`src/rtl/instruction_fetch_stage.sv`:
```
`default_nettype none
// ============================================================================
//  Module   : instruction_fetch_stage
//  Purpose  : IF stage of the RV32IM pipeline. Owns the program counter,
//             presents it to an asynchronous-read instruction memory, and
//             captures PC/instruction into the IF/ID register. Handles
//             hazard stalls, EX-stage redirects and halts fetch once the PC
//             leaves the instruction memory.
//  Ports    : clk, reset            - clock, synchronous active-high reset
//             stall                 - hold PC and IF/ID this cycle
//             redirect_valid/_pc    - branch/jump redirect (beats stall)
//             imem_pc / imem_instr  - instruction memory address / data
//             ifid_pc, ifid_pc_plus4, ifid_instr, ifid_valid - IF/ID register
//             fetch_misaligned      - pulse: redirect target not word aligned
//             fetch_halted          - fetch stopped (PC out of range)
//             fetch_count           - delivered instructions, saturating
//  Revision : 1.0 - initial release
// ============================================================================
module instruction_fetch_stage #(
    parameter logic [31:0] RESET_PC   = 32'h0000_0000,
    parameter logic [31:0] NOP_INSTR  = 32'h0000_0013,
    parameter int          IMEM_WORDS = 1024
) (
    input  logic        clk,
    input  logic        reset,
    input  logic        stall,
    input  logic        redirect_valid,
    input  logic [31:0] redirect_pc,
    output logic [31:0] imem_pc,
    input  logic [31:0] imem_instr,
    output logic [31:0] ifid_pc,
    output logic [31:0] ifid_pc_plus4,
    output logic [31:0] ifid_instr,
    output logic        ifid_valid,
    output logic        fetch_misaligned,
    output logic        fetch_halted,
    output logic [31:0] fetch_count
);

    localparam logic [31:0] c_imem_words = 32'(IMEM_WORDS);
    localparam logic [31:0] c_count_max  = 32'hFFFF_FFFF;

    typedef enum logic [0:0] {
        ST_RUN  = 1'b0,
        ST_HALT = 1'b1
    } state_t;

    state_t      r_state;
    logic [31:0] r_pc;
    logic [31:0] r_ifid_pc;
    logic [31:0] r_ifid_pc_plus4;
    logic [31:0] r_ifid_instr;
    logic        r_ifid_valid;
    logic        r_misaligned;
    logic [31:0] r_count;

    logic [31:0] w_pc_plus4;
    logic [31:0] w_pc_word;
    logic        w_out_of_range;

    // PC+4 wraps naturally at 2^32.
    assign w_pc_plus4     = r_pc + 32'd4;
    // Word index of the PC, zero-extended so it compares against the depth.
    assign w_pc_word      = {2'b00, r_pc[31:2]};
    assign w_out_of_range = (w_pc_word >= c_imem_words);

    always_ff @(posedge clk) begin
        if (reset) begin
            r_state         <= ST_RUN;
            r_pc            <= RESET_PC;
            r_ifid_pc       <= 32'h0;
            r_ifid_pc_plus4 <= 32'h0;
            r_ifid_instr    <= NOP_INSTR;
            r_ifid_valid    <= 1'b0;
            r_misaligned    <= 1'b0;
            r_count         <= 32'h0;
        end else begin
            // Only a redirect can raise the misaligned pulse.
            r_misaligned <= 1'b0;

            if (redirect_valid) begin
                // Low address bits are dropped; the word presented this cycle
                // is squashed and IF/ID PCs keep their last values.
                r_pc         <= {redirect_pc[31:2], 2'b00};
                r_ifid_instr <= NOP_INSTR;
                r_ifid_valid <= 1'b0;
                r_misaligned <= (redirect_pc[1:0] != 2'b00);
                r_state      <= ST_RUN;
            end else if (r_state == ST_HALT) begin
                // Frozen until a redirect or reset.
            end else if (w_out_of_range) begin
                // Evaluated ahead of stall so a stalled PC past the end of
                // memory still halts.
                r_state      <= ST_HALT;
                r_ifid_instr <= NOP_INSTR;
                r_ifid_valid <= 1'b0;
            end else if (stall) begin
                // Hold PC and IF/ID.
            end else begin
                r_ifid_instr    <= imem_instr;
                r_ifid_pc       <= r_pc;
                r_ifid_pc_plus4 <= w_pc_plus4;
                r_ifid_valid    <= 1'b1;
                r_pc            <= w_pc_plus4;
                if (r_count != c_count_max) begin
                    r_count <= r_count + 32'd1;
                end
            end
        end
    end

    assign imem_pc          = r_pc;
    assign ifid_pc          = r_ifid_pc;
    assign ifid_pc_plus4    = r_ifid_pc_plus4;
    assign ifid_instr       = r_ifid_instr;
    assign ifid_valid       = r_ifid_valid;
    assign fetch_misaligned = r_misaligned;
    assign fetch_halted     = (r_state == ST_HALT);
    assign fetch_count      = r_count;

endmodule
`default_nettype wire
```
`config.mk`:
```
export PLATFORM = sky130hd
export DESIGN_NAME = instruction_fetch_stage
export DESIGN_NICKNAME = d
export VERILOG_FILES = /design/src/rtl/instruction_fetch_stage.sv
export SDC_FILE = /design/constraint.sdc
export NUM_CORES = 1
export LEC_CHECK = 0
export CORE_MARGIN = 1
export CORE_UTILIZATION = 44
export DETAILED_ROUTE_END_ITERATION = 7
export GPL_TIMING_DRIVEN = 0
export PLACE_DENSITY = 0.77
export SYNTH_ARGS = -nofsm -noshare
export SYNTH_HDL_FRONTEND = slang
export SYNTH_SLANG_ARGS = --single-unit
```
`constraint.sdc`:
```
create_clock -name clk -period 2.8 [get_ports clk]
set_input_delay 0.28 -clock clk [delete_from_list [all_inputs] [get_ports clk]]
set_output_delay 0.28 -clock clk [all_outputs]
set_load 0.01 [all_outputs]
```
# Word level (Yosys, flattened, before mapping)
# Index checks and enable logic that the tools add are counted.
[totals]
register_bits = 163
inputBits = 68
out_inout_bits = 163
wordCells = 39
[op_classes]
addsub = 2
reduce_logical = 8
n_eq_ne = 5
muxes = 10
bitwise = 4
order_cmp = 1
[ops]
columns = ["operator", "count"]
rows = [
  ["$mux 32", 6],
  ["$add 32x1->32 const B", 1],
  ["$add 32x3->32 const B", 1],
  ["$ne 32x32->1 const B", 1],
  ["$ge 30x11->1 const B", 1],
  ["$reduce_and 3->1", 2],
  ["$reduce_and 5->1", 1],
  ["$mux 1", 4],
  ["$ne 2x1->1 const B", 2],
  ["$ne 2x2->1 const B", 2],
  ["$not 1->1", 4],
  ["$reduce_and 4->1", 1],
  ["$reduce_or 2->1", 2],
  ["$reduce_and 2->1", 1],
  ["$reduce_bool 2->1", 1],
]

# Logic depth before layout (Yosys ltp)
[logic_depth]
depth_word = 5
mapped_depth = 8
ltp_nobuf = 6

# Worst setup path after synthesis
# No wires, ideal clock.
[synth_path]
kind = "register to register"
from = "reg r_count[0] (netlist: fetch_count[0])"
to = "reg r_count[5] (netlist: fetch_count[5])"
period_less_slack_ns = 2.096
setup_ns = 0.123
setup_slack_ns = 0.704
required_time_ns = 2.677
arrival_ns = 1.972
path_buffers = 1
path_stages_with_launch = 8
cell_sequence = "dfxtp_1 ha_1 nand4_1 nor4_2 and3_1 clkbuf_1 nor4_1 mux2_1"
[synth_between]
elab_chain_len = 2
elab_cells_between_ends = 3
cone_classes = "1 x add/sub; 1 x eq/ne; 1 x reduce/logical"
[synth_lines]
columns = ["item", "line_no", "rtl"]
rows = [
  ["from (decl)", "55", "logic [31:0] r_count;"],
  ["from (signal assigned)", "106", "r_count <= r_count + 32'd1;"],
  ["branches (longest 2 deep; another with $add 32x1->32)", "n/a", ""],
]
# Parallel ways; which one is timed is not known.
# A chain may end at the register's enable or synchronous reset.

# Final worst setup path
[layout_path]
from = "reg r_count[0] (netlist: fetch_count[0])"
to = "reg r_count[13] (netlist: fetch_count[13])"
# The elaborated chain is that of the path after synthesis.

==> metrics <==
busiest grt layer=met2; Final period util=a little over nine tenths; clock share of power=about half; first-pass iteration count of the detailed router=5; filler cell count=between 1000 and 1500; asr flop ratio synth=0%; Reg power frac=between 40% and 50%; Slew @ Worst Pin=approximately 760 ps; CP Launch Point=fetch_count[0]$_SDFFE_PP0P_; worst-skew pair later-pin latency=430 ps; die area=14300 sq um; die width=120 um; FF-to-FF End=fetch_count[13]$_SDFFE_PP0P_; combinational cell fraction of total power=approximately 7.1%; Setup TNS Final=0 ps; status=finished clean; Ys Warns=0; global-route wire length before repair=approximately 29000 um; final setup vio count=0; layout cells sized above 1=about 6.6%; Post-synth EDFFs=0; sw power=approximately 0.0012 W; H-tree Lvls=4; GRT overflow=0; Reg2Reg Setup Slack=between 150 and 200 ps; chip height=120 um; CP Capture Type=register; R2R cell count=7; critical path class=register to register; max-slew violation count=0; Post-Synthesis Cell Area=6070 sq um; main flop type after synthesis=dfxtp_1; initial antenna violation count=1; DP HPWL=between 10000 and 15000 um; Commonest cells post-synth=dfxtp_1 (157), nor2_1 (61), and2_1 (42); top cells by area, synth=dfxtp_1 (52%), and2_1 (4.3%), a22o_1 (4.2%), nor2_1 (3.8%), mux2i_1 (3.1%); DRC violations left=0; Global Route met3 Usage=7.65%; post-place setup slack=218 ps; Tmin final=approximately 2600 ps; count leader, synth=dfxtp_1; register area share after synthesis=roughly half; RR Startpoint=fetch_count[0]$_SDFFE_PP0P_; Post-CTS Setup Bufs=0; syn avg cell area=around 9.6 sq um; port bufs=between 200 and 250; Cell variety after synth=50; clk buf depth=2; share of Yosys cell area claimed by the top area cell type=a little over 50%; CP Data Required Time=between 3000 and 4000 ps; total wire length=between 15000 and 20000 um; Synth area leader=dfxtp_1; Synth Register Bits=roughly 160; GPL Wtd Cong=between 0.8 and 0.9; Synth Instances=636; Design Power=0.00514 W; Final Hold Viols=0; Static Leakage=3.27 nW; largest vdd supply drop=between 0.0003 and 0.0004 V; Layout Skew=between 10 and 15 ps; drt wl/cell=17.3 um; Core Footprint=13300 sq um; Crit Path Max Fanout=10; sw frac=23.7%; Internal=0.00392 W; PD cells=around 560 nW/um^2; area grow syn2layout=51.0%; Global Route met2 Usage=between 40% and 50%; vias in the first global route=5793; CP arrival=~3000 ps; std cell rows=42; largest net degree at the start of global routing=17; Initial Util=between 40% and 50%; Reg clk slew, reported paths=~70 ps; CTS sink cnt=157; CP Capture Point=fetch_count[13]$_SDFFE_PP0P_; total number of vias=~5800; final net count=953; Relative slew margins=between 40% and 50%; unrepaired setup endpoints after global routing=no; vias per cell=between 5 and 6; number of CTS-inserted buffers=17; maxcap violations=0; Final WS setup=about 160 ps; post-cts sizing count=0; Tightest Hold Check Type=input pin to register; Ports=between 200 and 250; fmax=around 380 MHz; GRT Resource Usage Total=roughly a quarter; initial drt markers=around 380; met1 GRT Util=29.7%; root buffer cell=clkbuf_16; CTS tree=built; Hold Buf Count CTS=0; startpoint types=register; Post-DRT Antenna Nets=0
==> cell families after synthesis <==
group | after synthesis | synth area share, %
simple gates | 259 | 23.2
flops | 157 | 51.7
compound gates | 117 | 13.5
buf+inv | 55 | 3.87
mux | 26 | 4.43
xor+xnor | 18 | 2.60
fa+ha+maj | 3 | 0.618
other cells | 1 | 0.0617
==> critical path, stage by stage (launching register included) <==
cell	delay, ps
dfxtp_1	440
ha_1	270
nand4_1	160
nor4_2	480
and3_1	330
clkbuf_1	380
nor4b_1	120
mux2_1	330
==> registers in the layout (all words and copies together) (netlist names) <==
name              cells
imem_pc              30
ifid_instr           32
fetch_misaligned      1
ifid_pc_plus4        30
ifid_valid            1
fetch_count          32
fetch_halted          1
ifid_pc              30
==> power by group through the flow <==
stage / logic, W / registers [W] / clock network, W
finish: 0.000367 / 0.00230 / 0.00247
global route: 0.000395 / 0.00231 / 0.00259
CTS: 0.000367 / 0.00230 / 0.00250
detailed placement: 0.000364 / 0.00235 / 0
global placement: 0.000360 / 0.00235 / 0
floorplan: 0.000142 / 0.00236 / 0
==> area by class of cell <==
cell class | instances | area, sq um | area share (%)
Clock inverter | 14 | 196 | 2.14
Multi-Input combinational cell | 429 | 2720 | 29.6
Antenna cell | 1 | 2.50 | 0.0273
Timing Repair Buffer | 222 | 2220 | 24.2
Tap cell | 176 | 220 | 2.40
Buffer | 48 | 209 | 2.28
Inverter | 7 | 26.3 | 0.286
Clock buffer | 18 | 439 | 4.79
Sequential cell | 157 | 3140 | 34.3
==> how the worst min path moves through the flow <==
stage                     depth (start not counted)  slack, ps                     from                    endpoint
after floorplan                                   1        400            imem_instr[0]  ifid_instr[0]$_SDFFE_PP1P_
after global placement                            1        440  ifid_valid$_SDFFE_PP0P_     ifid_valid$_SDFFE_PP0P_
after detailed placement                          1        440  ifid_valid$_SDFFE_PP0P_     ifid_valid$_SDFFE_PP0P_
after CTS                                         3        380           redirect_valid    imem_pc[12]$_SDFFE_PP0P_
after global routing                              3        430           redirect_pc[3]     imem_pc[3]$_SDFFE_PP0P_
final                                             3        390           redirect_valid    imem_pc[12]$_SDFFE_PP0P_
==> per-stage QoR <==
step                      utilization, %  cell area (sq um)  hold WS (ps)  instances
after floorplan                        -               6090           399        641
after global placement              63.9               8540           437       1039
after detailed placement            63.9               8540           440       1039
after CTS                           68.7               9170           379       1071
after global routing                68.7               9170           434       1072
final                               68.7               9170           388       1072
==> metal layers <==
| metal | wire (um) | part of all wire, % |
|---|---|---|
| met1 | 7570 | 41 |
| met2 | 9050 | 49 |
| met3 | 1350 | 7.3 |
| met4 | 534 | 2.9 |
| met5 | 0 | 0 |
==> placed cells by master (no fill, tap or decap), types with 4 or more instances in the layout <==
master,n
inv_1,7
or3_1,5
a21oi_1,35
nand2_1,39
inv_6,4
mux2_2,5
nand3_1,25
xnor2_1,12
xor2_1,6
o31ai_1,19
buf_4,6
a22o_1,29
and2_1,42
inv_8,4
nor2_1,61
clkbuf_1,32
nor4_1,8
clkbuf_16,17
conb_1,6
clkdlybuf4s50_1,222
mux2i_1,19
buf_1,5
nand4_1,12
or4_1,19
nor2b_1,6
nor3_1,16
a211oi_1,21
dfxtp_1,157
and3_1,7
buf_2,5
No activity file was read; power rests on OpenSTA's default activity.
